===== config.mk =====
export PLATFORM = sky130hd
export DESIGN_NAME = alu_cmd_issue
export DESIGN_NICKNAME = d
export VERILOG_FILES = /design/src/rtl/alu_pkg.sv /design/src/rtl/alu_cmd_fifo.sv /design/src/rtl/alu_cmd_issue.sv
export SDC_FILE = /design/constraint.sdc
export NUM_CORES = 1
export LEC_CHECK = 0
export ABC_AREA = 0
export CORE_MARGIN = 3
export CORE_UTILIZATION = 60
export CTS_BUF_LIST = sky130_fd_sc_hd__clkbuf_4 sky130_fd_sc_hd__clkbuf_8
export CTS_CLUSTER_SIZE = 20
export DETAILED_ROUTE_END_ITERATION = 10
export PLACE_DENSITY = 0.94
export SLEW_MARGIN = 20
export SYNTH_ARGS = -nofsm -noshare
export SYNTH_HDL_FRONTEND = slang
export SYNTH_SLANG_ARGS = --single-unit

===== constraint.sdc =====
create_clock -name clk -period 7.05 [get_ports clk]
set_clock_uncertainty 0.2 [all_clocks]
set_input_delay 1.41 -clock clk [delete_from_list [all_inputs] [get_ports clk]]
set_output_delay 1.41 -clock clk [all_outputs]
set_load 0.02 [all_outputs]

===== src/rtl/alu_pkg.sv =====
// Shared constants for the ALU command issue stage: operand width, opcodes and
// the issue FSM state encoding.
package alu_pkg;

   localparam int DATA_W = 20;

   localparam logic [2:0] OP_NOP = 3'b000;
   localparam logic [2:0] OP_ADD = 3'b001;
   localparam logic [2:0] OP_SUB = 3'b010;
   localparam logic [2:0] OP_MUL = 3'b011;
   localparam logic [2:0] OP_DIV = 3'b100;
   localparam logic [2:0] OP_AND = 3'b101;
   localparam logic [2:0] OP_OR  = 3'b110;
   localparam logic [2:0] OP_XOR = 3'b111;

   typedef enum logic [1:0] {
      ST_IDLE  = 2'b00,
      ST_DRIVE = 2'b01,
      ST_RESP  = 2'b10
   } state_t;

endpackage


===== src/rtl/alu_cmd_fifo.sv =====
// Synchronous command FIFO, power-of-two depth, async active-low reset.
// Head entry is visible on dout combinationally whenever empty is low.
module alu_cmd_fifo #(
   parameter int WIDTH = 43,
   parameter int DEPTH = 4
) (
   input  logic             clk,
   input  logic             rst_n,
   input  logic             push,
   input  logic [WIDTH-1:0] din,
   input  logic             pop,
   output logic [WIDTH-1:0] dout,
   output logic             full,
   output logic             empty
);

   localparam int AW = (DEPTH > 1) ? $clog2(DEPTH) : 1;

   logic [WIDTH-1:0] mem [DEPTH];
   logic [AW-1:0]    wr_ptr;
   logic [AW-1:0]    rd_ptr;
   logic [AW:0]      count;
   logic             do_push;
   logic             do_pop;

   assign do_push = push && !full;
   assign do_pop  = pop && !empty;
   assign full    = (count == (AW+1)'(DEPTH));
   assign empty   = (count == '0);
   assign dout    = mem[rd_ptr];

   // Pointers wrap naturally because DEPTH is a power of two.
   always_ff @(posedge clk or negedge rst_n) begin
      if (!rst_n) begin
         wr_ptr <= '0;
         rd_ptr <= '0;
         count  <= '0;
      end else begin
         if (do_push) begin
            wr_ptr <= wr_ptr + AW'(1);
         end
         if (do_pop) begin
            rd_ptr <= rd_ptr + AW'(1);
         end
         case ({do_push, do_pop})
            2'b10:   count <= count + (AW+1)'(1);
            2'b01:   count <= count - (AW+1)'(1);
            default: count <= count;
         endcase
      end
   end

   always_ff @(posedge clk) begin
      if (do_push) begin
         mem[wr_ptr] <= din;
      end
   end

endmodule


===== src/rtl/alu_cmd_issue.sv =====
// Issue stage for the combinational ALU: queues commands, holds operands for ALU_WAIT
// cycles, captures the result and returns it over valid/ready. Optional: DIV_ZERO_CHECK_EN.
module alu_cmd_issue #(
   parameter int DATA_W   = alu_pkg::DATA_W,
   parameter int DEPTH    = 4,
   parameter int ALU_WAIT = 1
) (
   input  logic              clk,
   input  logic              rst_n,
   input  logic              cmd_valid,
   output logic              cmd_ready,
   input  logic [DATA_W-1:0] cmd_a,
   input  logic [DATA_W-1:0] cmd_b,
   input  logic [2:0]        cmd_sel,
   output logic [DATA_W-1:0] alu_a,
   output logic [DATA_W-1:0] alu_b,
   output logic [2:0]        alu_sel,
   input  logic [DATA_W-1:0] alu_c,
   output logic              rsp_valid,
   input  logic              rsp_ready,
   output logic [DATA_W-1:0] rsp_data,
   output logic [2:0]        rsp_sel,
   output logic              rsp_err,
   output logic              busy
);

   import alu_pkg::*;

   localparam int CMD_W = 2*DATA_W + 3;
   localparam int WCW   = (ALU_WAIT > 1) ? $clog2(ALU_WAIT) : 1;

   state_t            state;
   state_t            state_nxt;
   logic [WCW-1:0]    wait_cnt;
   logic [WCW-1:0]    wait_cnt_nxt;
   logic              load_cmd;
   logic              capture;
   logic [CMD_W-1:0]  fifo_din;
   logic [CMD_W-1:0]  fifo_dout;
   logic              fifo_full;
   logic              fifo_empty;
   logic [DATA_W-1:0] res_data;
   logic              res_err;

   assign fifo_din  = {cmd_a, cmd_b, cmd_sel};
   assign cmd_ready = !fifo_full;
   assign rsp_valid = (state == ST_RESP);
   assign busy      = (state != ST_IDLE) || !fifo_empty;

   alu_cmd_fifo #(
      .WIDTH (CMD_W),
      .DEPTH (DEPTH)
   ) u_fifo (
      .clk   (clk),
      .rst_n (rst_n),
      .push  (cmd_valid && cmd_ready),
      .din   (fifo_din),
      .pop   (load_cmd),
      .dout  (fifo_dout),
      .full  (fifo_full),
      .empty (fifo_empty)
   );

   // Next-state logic: one command in flight, popped only from IDLE.
   always_comb begin
      state_nxt    = state;
      wait_cnt_nxt = wait_cnt;
      load_cmd     = 1'b0;
      capture      = 1'b0;
      case (state)
         ST_IDLE: begin
            if (!fifo_empty) begin
               load_cmd     = 1'b1;
               wait_cnt_nxt = WCW'(ALU_WAIT - 1);
               state_nxt    = ST_DRIVE;
            end
         end
         ST_DRIVE: begin
            if (wait_cnt == '0) begin
               capture   = 1'b1;
               state_nxt = ST_RESP;
            end else begin
               wait_cnt_nxt = wait_cnt - WCW'(1);
            end
         end
         ST_RESP: begin
            if (rsp_ready) begin
               state_nxt = ST_IDLE;
            end
         end
         default: state_nxt = ST_IDLE;
      endcase
   end

   // The ALU output is meaningless for NOP (and, when checked, for divide by zero),
   // so those cases substitute a fixed value and flag an error instead.
   always_comb begin
      res_data = alu_c;
      res_err  = 1'b0;
      if (alu_sel == OP_NOP) begin
         res_data = '0;
         res_err  = 1'b1;
      end
`ifdef DIV_ZERO_CHECK_EN
      else if ((alu_sel == OP_DIV) && (alu_b == '0)) begin
         res_data = '1;
         res_err  = 1'b1;
      end
`else
`endif
   end

   always_ff @(posedge clk or negedge rst_n) begin
      if (!rst_n) begin
         state    <= ST_IDLE;
         wait_cnt <= '0;
      end else begin
         state    <= state_nxt;
         wait_cnt <= wait_cnt_nxt;
      end
   end

   always_ff @(posedge clk or negedge rst_n) begin
      if (!rst_n) begin
         alu_a    <= '0;
         alu_b    <= '0;
         alu_sel  <= '0;
         rsp_data <= '0;
         rsp_sel  <= '0;
         rsp_err  <= 1'b0;
      end else begin
         if (load_cmd) begin
            alu_a   <= fifo_dout[CMD_W-1 -: DATA_W];
            alu_b   <= fifo_dout[DATA_W+2 -: DATA_W];
            alu_sel <= fifo_dout[2:0];
         end
         if (capture) begin
            rsp_data <= res_data;
            rsp_sel  <= alu_sel;
            rsp_err  <= res_err;
         end
      end
   end

endmodule


# Yosys cells after proc, flatten, opt, wreduce, memory -nomap -nowiden
# Memory sizes are Yosys's and may differ from the RTL's. A register that Yosys moved wholly into a read port is not among the register bits.
# Index checks and enable logic that the tools add are counted.
[word_totals]
regBits = 34
ramBits = 172
out_inout_bits = 70
memories = 1
elab_cells = 53
[classes]
mux = 16
addsub = 5
reduce_logical = 15
eq_ne = 8
[mem_list]
columns = ["name", "words", "word_bits", "rd", "rd_clocked_by_memory_dff", "wr", "line_no", "rtl"]
rows = [
  ["u_fifo.mem", 4, 43, 1, 1, 1, "alu_cmd_fifo.sv:19", "logic [WIDTH-1:0] mem [DEPTH];"],
]
[ops]
columns = ["cell", "n"]
rows = [
  ["$mux 20", 1],
  ["$mux 1", 9],
  ["$logic_not 3->1", 2],
  ["$mux 2", 3],
  ["$pmux 2 s3", 1],
  ["$pmux 3 s2", 1],
  ["$reduce_bool 2->1", 3],
  ["$add 2x1->2 const B", 2],
  ["$eq 2x1->1 const B", 2],
  ["$eq 2x2->1 const B", 2],
  ["$ne 2x2->1 const B", 2],
  ["$add 3x1->3 const B", 1],
  ["$eq 3x3->1 const B", 1],
  ["$logic_and 1x1->1", 3],
  ["$logic_not 1->1", 3],
  ["$reduce_and 3->1", 1],
  ["$sub 3x1->3 const B", 1],
  ["$logic_not 2->1", 1],
  ["$ne 2x1->1 const B", 1],
  ["$pmux 1 s2", 1],
  ["$reduce_and 2->1", 1],
  ["$logic_or 1x1->1", 1],
  ["$sub 1x1->1 const B", 1],
]

# Logic depth before layout (Yosys ltp)
[logic_depth]
ltp_word = 6
ltp_mapped = 8
depth_no_buf = 8

# Cells and area by module
# From an unflattened synthesis, not the netlist that was laid out.
[unflattened]
hier_cells = 444
hier_area_um2 = 9425.3
[modules_own_cells]
columns = ["module", "cells_per_inst", "instances", "area_per_inst_um2", "seq_area_each_um2"]
rows = [
  ["alu_cmd_fifo", 263, 1, 6688.9, 5340.1],
  ["alu_cmd_issue", 181, 1, 2736.4, 1726.7],
]

# Least setup slack after synthesis
# Ideal clock, no wire load.
[synth_path]
path_kind = "input port to flip-flop"
startpoint = "input cmd_valid"
endpoint = "memory u_fifo.mem[0][0], enable pin"
arrival_ns = 2.491
path_buffers = 0
cell_stages = 1
setup_ns = 0.405
t_required_ns = 6.445
setup_slack_ns = 3.954
path_cell_list = "and3_1"
[synth_between]
elab_chain_cells = 4
[synth_lines]
columns = ["item", "line_no", "rtl"]
rows = [
  ["start: declaration", "alu_cmd_issue.sv:10", "input logic cmd_valid,"],
  ["$logic_and 1x1->1", "alu_cmd_issue.sv:56", ".push (cmd_valid && cmd_ready),"],
  ["$logic_and 1x1->1", "alu_cmd_fifo.sv:26", "assign do_push = push && !full;"],
  ["$mux 1", "alu_cmd_fifo.sv:54", "if (do_push) begin"],
  ["$mux 1 (not written as such)", "alu_cmd_fifo.sv:55", "mem[wr_ptr] <= din;"],
  ["end: declaration", "alu_cmd_fifo.sv:19", ""],
]
# No other way between the ends.

# Final worst setup path
[layout_path]
startpoint = "register u_fifo.count[0]"
endpoint = "output cmd_ready"
[layout_between]
elab_chain_cells = 2
[layout_lines]
columns = ["item", "line_no", "rtl"]
rows = [
  ["start: declaration", "alu_cmd_fifo.sv:22", "logic [AW:0] count;"],
  ["start signal: assignment", "alu_cmd_fifo.sv:46", "2'b10: count <= count + (AW+1)'(1);"],
  ["start signal: assignment", "alu_cmd_fifo.sv:47", "2'b01: count <= count - (AW+1)'(1);"],
  ["start signal: assignment", "alu_cmd_fifo.sv:48", "default: count <= count;"],
  ["$eq 3x3->1", "alu_cmd_fifo.sv:28", "assign full = (count == (AW+1)'(DEPTH));"],
  ["$logic_not 1->1", "alu_cmd_issue.sv:46", "assign cmd_ready = !fifo_full;"],
  ["end: declaration", "alu_cmd_issue.sv:11", "output logic cmd_ready,"],
]
# No other way between the ends.

==> flow_summary.ini <==
[clock_network]
ctsResizeCount = 0
clock_latency_ns = 0.53
clk_path_buf_depth = 3
cts_tree = built
numCtsBuffers = 38
htree_levels = 2
cts_setup_buffers = 0
clkSinkCount = 248
clock_tree.root_cell = clkbuf_8
hold_buffers = 0
cts.reportedPaths.clkPinSlew_ns = 0.06

[final_layout]
nNetsFinal = 645
final_common_cell = edfxtp_1
num_antenna_cells = 0
final_cell_mix = edfxtp_1, clkdlybuf4s50_1, dfrtp_1, clkbuf_8
final_util = 0.781
final_cells = 785
finish.instance_area_um2 = 11600
drive_gt1_frac = 0.270
syn_to_final_growth_pct = 24.3

[timing]
setup_viol = 0
tightest_slew_ns = 1.07
maxSlewViolCount = 0
max_slew_margin = 0.285
fmax_mhz = 278
finalWorstSetupSlack_ns = 3.45
period_share = 0.511
rsz0062_at_grt = false
fin_tns_setup_ns = 0
hold_viol = 0
hold-worst-slack_ns = 0.305
fin_crit_ns = 3.60

[global_routing]
antenna_found_initial = 0
grt.overflow.total = 0
grt_pass1_wl_mm = 27.5
grt_pass1_vias = 4967
grt_usage = 0.216
grt_max_degree = 77

[power_and_ir_drop]
power.internal_mw = 3.81
pwr-share-comb = 0.354
power_density_nw_per_um2 = 471
switchingPower_mw = 1.66
p_leak_nw = 4.28
seq_power_share = 0.428
power_mw = 5.47
switching_share = 0.304
peakVddDrop_mv = 0.239
p_clk_frac = 0.218

[worst_setup_path]
cp_top_family = buffers and inverters
reg2reg_slack_ns = 4.47
critical_path_required_ns = 5.44
slowest_delay_ns = 0.56
crit_type = flip-flop to primary output
r2r_start = state[1]
worst_r2r_endpoint = rsp_data[13]
arrival_ns = 1.99
path_cells = or3b_4, clkdlybuf4s50_1
r2r_cells = 3
path_buf_inv = 1
end_kind = primary output
slowest_stage = clkdlybuf4s50_1
crit_fanout = 6
start_kind = flip-flop

[placement]
dp_hpwl_mm = 11.1
place_area_um2 = 10800
dpl.cell_count = 716
io_buffers = 136
place_ws_ns = 3.44
routabilityCongestion = 0.706

[die]
coreArea_um2 = 14900
start_util = 0.628
die_y_um = 131
design.die.area_um2 = 17100
io_pins = 137
row_count = 44
die_x_um = 131

[logic_synthesis]
synthArstFlopShare = 0.306
synth_top_area_frac = 0.553
synth-seq-cells = 248
synth_area_um2 = 9340
ys.flop_type = edfxtp_1
syn-mean-instance-area_um2 = 22.6
synthDistinctLibCells = 29
synth_top_area_cell = edfxtp_1
syn_inst = 414
yosys_warnings = 0
syn_nets = 487
synth_edf_count = 172
yosysSeqAreaShare = 0.757
ys_top_cells_by_area = edfxtp_1, dfrtp_1, mux4_2

[detailed_routing]
dr.pass1.iters = 6
drt_iter0_drc = 293
route.detailed.drc = 0
routed-via-count = 4560
avgViaCountPerCell = 5.81
wl_per_cell_um = 22.6
routed_wl_mm = 17.7
ant_nets = 0

[run_status]
status = finished, final reports clean

[worst_hold_path]
hold_path.class = flip-flop to flip-flop
holdPathEnd = rsp_data[5]
hold_depth = 1
min_from = rsp_data[5]

[run]
maxCapViolCount = 0
==> how the worst max path moves through the flow <==
| stage | start | endpoint | slack, ns | depth (start not counted) |
|---|---|---|---|---|
| CTS | u_fifo.count[0] | busy | 3.42 | 3 |
| global placement | cmd_valid | u_fifo.mem[1][17] | 3.56 | 2 |
| floorplan | cmd_valid | u_fifo.mem[0][0] | 3.95 | 1 |
| finish | u_fifo.count[0] | cmd_ready | 3.45 | 2 |
| detailed placement | cmd_valid | u_fifo.mem[0][7] | 3.44 | 2 |
| global route | u_fifo.count[0] | busy | 3.33 | 3 |
==> power by group through the flow <==
stage / clock (mW) / combinational (mW) / sequential, mW
global placement: 0 / 1.88 / 2.33
detailed placement: 0 / 1.94 / 2.38
floorplan: 0 / 1.19 / 2.43
global route: 1.28 / 2.06 / 2.40
CTS: 1.22 / 1.96 / 2.36
finish: 1.19 / 1.94 / 2.34
==> per-layer routing <==
metal  vias to the layer above  share of wire  track usage
met5                         -              0            0
met4                         0          0.022       0.0696
met3                        34          0.077       0.0646
met2                       198           0.51        0.356
met1                      2343           0.40        0.282
li1                       1985              -            -
==> Yosys cell counts (all sizes together), types with 4 or more instances <==
library cell,number
mux4,43
ha,5
buf,16
nor3,4
dfrtp,76
a22o,20
mux2,48
xnor2,4
edfxtp,172
inv,5
and3,4
==> flip-flops by register name, summed over array words and instances, names as in the netlist <==
register and cells:
u_fifo.rd_ptr 2, state 2, rsp_data 20, alu_sel 3
alu_a 20, alu_b 20, u_fifo.count 3, u_fifo.wr_ptr 2
rsp_sel 3, rsp_err 1, u_fifo.mem 172
==> final cells by class <==
cell class / count / area [um2]
flip-flops and latches: 248 / 7070
fillers: 757 / 3260
multi-input cells: 142 / 2130
repair buffers: 137 / 1370
clock buffers: 60 / 719
well taps: 184 / 230
clock inverters: 9 / 66.3
inverters: 5 / 18.8
==> logic make-up (layout without fill, tap and decap cells) <==
| group | after synthesis | after routing | synth area share |
|---|---|---|---|
| adder cells (fa/ha/maj) | 6 | 6 | 0.00884 |
| buffers and inverters | 24 | 211 | 0.0174 |
| AO/OA/AOI/OAI | 22 | 22 | 0.0198 |
| XOR/XNOR | 6 | 6 | 0.00563 |
| AND/OR/NAND/NOR | 17 | 17 | 0.0125 |
| multiplexers | 91 | 91 | 0.179 |
| flip-flops | 248 | 248 | 0.757 |
Note: power is estimated with default switching activity, not from simulation.
==> RTL edit 1 (config.mk and constraints unchanged) <==
Make the reset (`rst_n`) synchronous in 3 clocked blocks. Comments in the files are not updated.
--- a/src/rtl/alu_cmd_fifo.sv
+++ b/src/rtl/alu_cmd_fifo.sv
@@ -31,5 +31,5 @@
 
    // Pointers wrap naturally because DEPTH is a power of two.
-   always_ff @(posedge clk or negedge rst_n) begin
+   always_ff @(posedge clk) begin
       if (!rst_n) begin
          wr_ptr <= '0;
--- a/src/rtl/alu_cmd_issue.sv
+++ b/src/rtl/alu_cmd_issue.sv
@@ -111,5 +111,5 @@
    end
 
-   always_ff @(posedge clk or negedge rst_n) begin
+   always_ff @(posedge clk) begin
       if (!rst_n) begin
          state    <= ST_IDLE;
@@ -121,5 +121,5 @@
    end
 
-   always_ff @(posedge clk or negedge rst_n) begin
+   always_ff @(posedge clk) begin
       if (!rst_n) begin
          alu_a    <= '0;
Formal check against the unedited RTL: differs if rst_n is asserted again (counterexample within 4 cycles, from zero or initial values and one cycle with rst_n low); with rst_n held inactive, the same outputs for 4 cycles.
==> RTL edit 1 against the original RTL <==
  * Sequential share of layout area fell by 1.3 points
  * Critical path type unchanged
  * Total power fell by 19%
  * Setup slack got worse by 100 ps
  * Sequential cell count did not move
  * Final area fell by 3.3%
  * Synthesized area fell by 3.5%
  * Highest routed layer unchanged
  * Wire length rose by 1.4%
  * Synthesized cell count rose by 18%
==> RTL edit 1: results (changes against the original RTL) <==
| Metric | Value |
|---|---|
| Share of flip-flops with an asynchronous set or reset after synthesis | `0% (was 30.65%)` |
| Layout cell share with drive strength beyond 1 | `17.67% (was 26.96%)` |
| Worst hold margin | `251.4 ps (was 304.8 ps)` |
| Proportion of synthesized area in mux cells | `11.22% (was 17.89%)` |
| Syn avg cell area | `18.51 sq um (was 22.55 sq um)` |
| Critical Path Fanout Max | `10 (was 6)` |
| Met1 Use GR | `27.82% (was 28.25%)` |
| ClkCell Share | `7.285% (was 6.772%)` |
| Status | `finished, final reports clean (unchanged)` |
| Clkbuf count | `56 (was 60)` |
| CP peak stage delay | `620 ps (was 560 ps)` |
| R2r startpoint | `u_fifo.count[0] (was state[1])` |
| Switching Fraction | `30.19% (was 30.42%)` |
| Power Dens Cells | `397.3 mW/mm^2 (was 471.4 mW/mm^2)` |
| Met2 Usage GRT | `37.88% (was 35.57%)` |
| HP Start | `rsp_data[12] (was rsp_data[5])` |
| Footprint of the multi-input gates | `0.002062 sq mm (was 0.002130 sq mm)` |
| Inverter count | `3 (was 5)` |
| Path depth of the worst reg2reg path | `7 (was 3)` |
| Final nets | `705 (was 645)` |
| DP Wirelength | `10.89 mm (was 11.09 mm)` |
| Sequential portion of the cell area | `59.66% (was 60.95%)` |
| Rel. slew slack | `30.54% (was 28.48%)` |
| Synth top cells by count | `172 x edfxtp_1, 76 x dfxtp_1, 43 x a22o_1 (was 172 x edfxtp_1, 76 x dfrtp_1, 38 x mux2_4, 38 x mux4_2, 20 x a22o_1)` |
| 1st-iter DRT viols | `331 (was 293)` |
| Post-synthesis sequential area ratio | `74.19% (was 75.69%)` |
| Flop pwr share | `45.1% (was 42.8%)` |
| Largest net degree at the start of global routing | `47 (was 77)` |
| Syn_nets | `560 (was 487)` |
| Count of multi-input gates | `202 (was 142)` |
| Net Sw Power | `1.345 mW (was 1.664 mW)` |
| Synth cell types | `37 (was 29)` |
| Hold path cells | `2 (was 1)` |
| GRT Total Usage | `22.04% (was 21.63%)` |
| Pre-CTS setup slack | `3400 ps (was 3442 ps)` |
| Worst IR Drop VDD | `0.2831 mV (was 0.2390 mV)` |
| Met3 wire length | `1.331 mm (was 1.362 mm)` |
| Post-route non-filler standard cell count | `846 (was 785)` |
==> RTL edit 1: cell count changes after synthesis, sizes merged, moves of 3 or more <==
cell,change
xnor2,-3
mux2,-48
buf,+11
clkbuf,+4
nand3,+22
dfrtp,-76
nand2,+28
a22o,+23
a21oi,+28
dfxtp,+76
==> RTL edit 1: how the worst max path moves through the flow <==
stage | slack [ps] | endpoint | startpoint | cells past startpoint
after floorplan | 3700 | u_fifo.mem[0][0] | cmd_valid | 2
after global placement | 3460 | u_fifo.mem[1][4] | cmd_valid | 2
after detailed placement | 3400 | u_fifo.count[2] | cmd_valid | 7
after CTS | 3380 | cmd_ready | u_fifo.count[0] | 2
after global routing | 3270 | cmd_ready | u_fifo.count[0] | 2
final | 3350 | cmd_ready | u_fifo.count[0] | 2
==> RTL edit 1: worst min-delay path: cells and delay by family (launching register included) <==
| kind | cells | cell delay (ps) |
|---|---|---|
| flip-flops | 1 | 310 |
| AO/OA/AOI/OAI | 1 | 50 |
| AND/OR/NAND/NOR | 1 | 50 |
==> RTL edit 2 (same flow settings) <==
Made on the original files. Build with the macro `DIV_ZERO_CHECK_EN` defined.
--- a/src/rtl/alu_cmd_issue.sv
+++ b/src/rtl/alu_cmd_issue.sv
@@ -1,4 +1,6 @@
 // Issue stage for the combinational ALU: queues commands, holds operands for ALU_WAIT
 // cycles, captures the result and returns it over valid/ready. Optional: DIV_ZERO_CHECK_EN.
+`define DIV_ZERO_CHECK_EN
+
 module alu_cmd_issue #(
    parameter int DATA_W   = alu_pkg::DATA_W,
Check against the original RTL: not equivalent (Yosys sat finds a counterexample within 4 cycles, from zero or initial values and one cycle with rst_n low).
==> RTL edit 2 against the original RTL <==
  * Synthesized cell count rose by 27%
  * Count of clock-buffer cells in the layout rose by 3
  * Global-route usage rose by 0.59 points
  * Critical endpoint is now u_fifo.count[2]
  * First-iteration DRC count rose by 10%
  * Setup slack got worse by 130 ps
  * Total power fell by 3.7%
  * Synthesized area fell by 0.86%
  * Die area fell by 0.82%
  * Register-to-register slack got worse by 1100 ps
  * Final area fell by 0.69%
  * Wire length rose by 4.3%
  * Sequential cell count did not move
==> RTL edit 2: results (changes against the original RTL) <==
| Metric | Value |
|---|---|
| FILL cells | `752 (was 757)` |
| Multi-input combinational area share | `17.83% (was 18.35%)` |
| Seq cells | `248 (unchanged)` |
| GRT Total Usage | `22.22% (was 21.63%)` |
| Clkbuf count | `63 (was 60)` |
| CP delay by family, top | `simple AND/OR/NAND/NOR gates (was buffers and inverters)` |
| P_comb | `1.77 mW (was 1.94 mW)` |
| Total placed cells including tap cells | `819 (was 716)` |
| Syn_nets | `598 (was 487)` |
| Status | `finished, final reports clean (unchanged)` |
| DP Area | `0.01072 sq mm (was 0.01080 sq mm)` |
| Flop-to-flop setup slack | `3320 ps (was 4470 ps)` |
| Vias in the first global route | `5,647 (was 4,967)` |
| Vias post-DR | `5,140 (was 4,560)` |
| 1st-iter DRT viols | `323 (was 293)` |
| Post-synthesis sequential area ratio | `76.34% (was 75.69%)` |
| Power, Total | `5.269 mW (was 5.470 mW)` |
| Top post-synthesis cells by area | `edfxtp_1 56%, dfrtp_1 21%, mux4_2 10% (was edfxtp_1 55%, dfrtp_1 20%, mux4_2 9.2%)` |
| Final period util | `52.85% (was 51.06%)` |
| Tightest Pin Transition | `1057 ps (was 1073 ps)` |
| Arrival time at the worst endpoint | `3960 ps (was 1990 ps)` |
| Path depth of the worst reg2reg path | `8 (was 3)` |
| Worst setup path end | `u_fifo.count[2] (was cmd_ready)` |
| RD Place Congestion | `0.7246 (was 0.7061)` |
| Syn avg cell area | `17.63 sq um (was 22.55 sq um)` |
| Switching Fraction | `33.36% (was 30.42%)` |
| WHS Endpoint | `alu_a[18] (was rsp_data[5])` |
| Via/cell ratio | `5.769 (was 5.809)` |
## RTL edit 2: changes by cell type after synthesis, moves of 20 or more
cell	change
a221o_1	+20
a22o_1	-20
mux2_4	-38
nand2_1	+141
## RTL edit 2: cell families (layout without fill, tap and decap cells)
group / after synthesis / in the layout / synth area share (%)
flip-flops: 248 / 248 / 76.34
AO/OA/AOI/OAI: 23 / 23 / 2.352
AND/OR/NAND/NOR: 165 / 165 / 7.407
adder cells (fa/ha/maj): 6 / 6 / 0.8921
multiplexers: 45 / 45 / 10.71
buffers and inverters: 32 / 214 / 1.730
XOR/XNOR: 6 / 6 / 0.5677
## RTL edit 2: per-layer routing
metal	track usage (%)	part of all wire, %	routed length, um
met4	9.413	2.7	498
met5	0	0	0
met1	26.08	37	6779
met2	39.53	53	9764
met3	5.076	7.9	1458
## RTL edit 2: worst register-to-register path, stage by stage (launching register included)
cell	delay, ps
dfrtp_1	440
nor3_1	220
nand2b_2	840
inv_2	620
ha_1	460
fa_1	410
xnor2_1	150
nor2_1	120
xor2_1	190
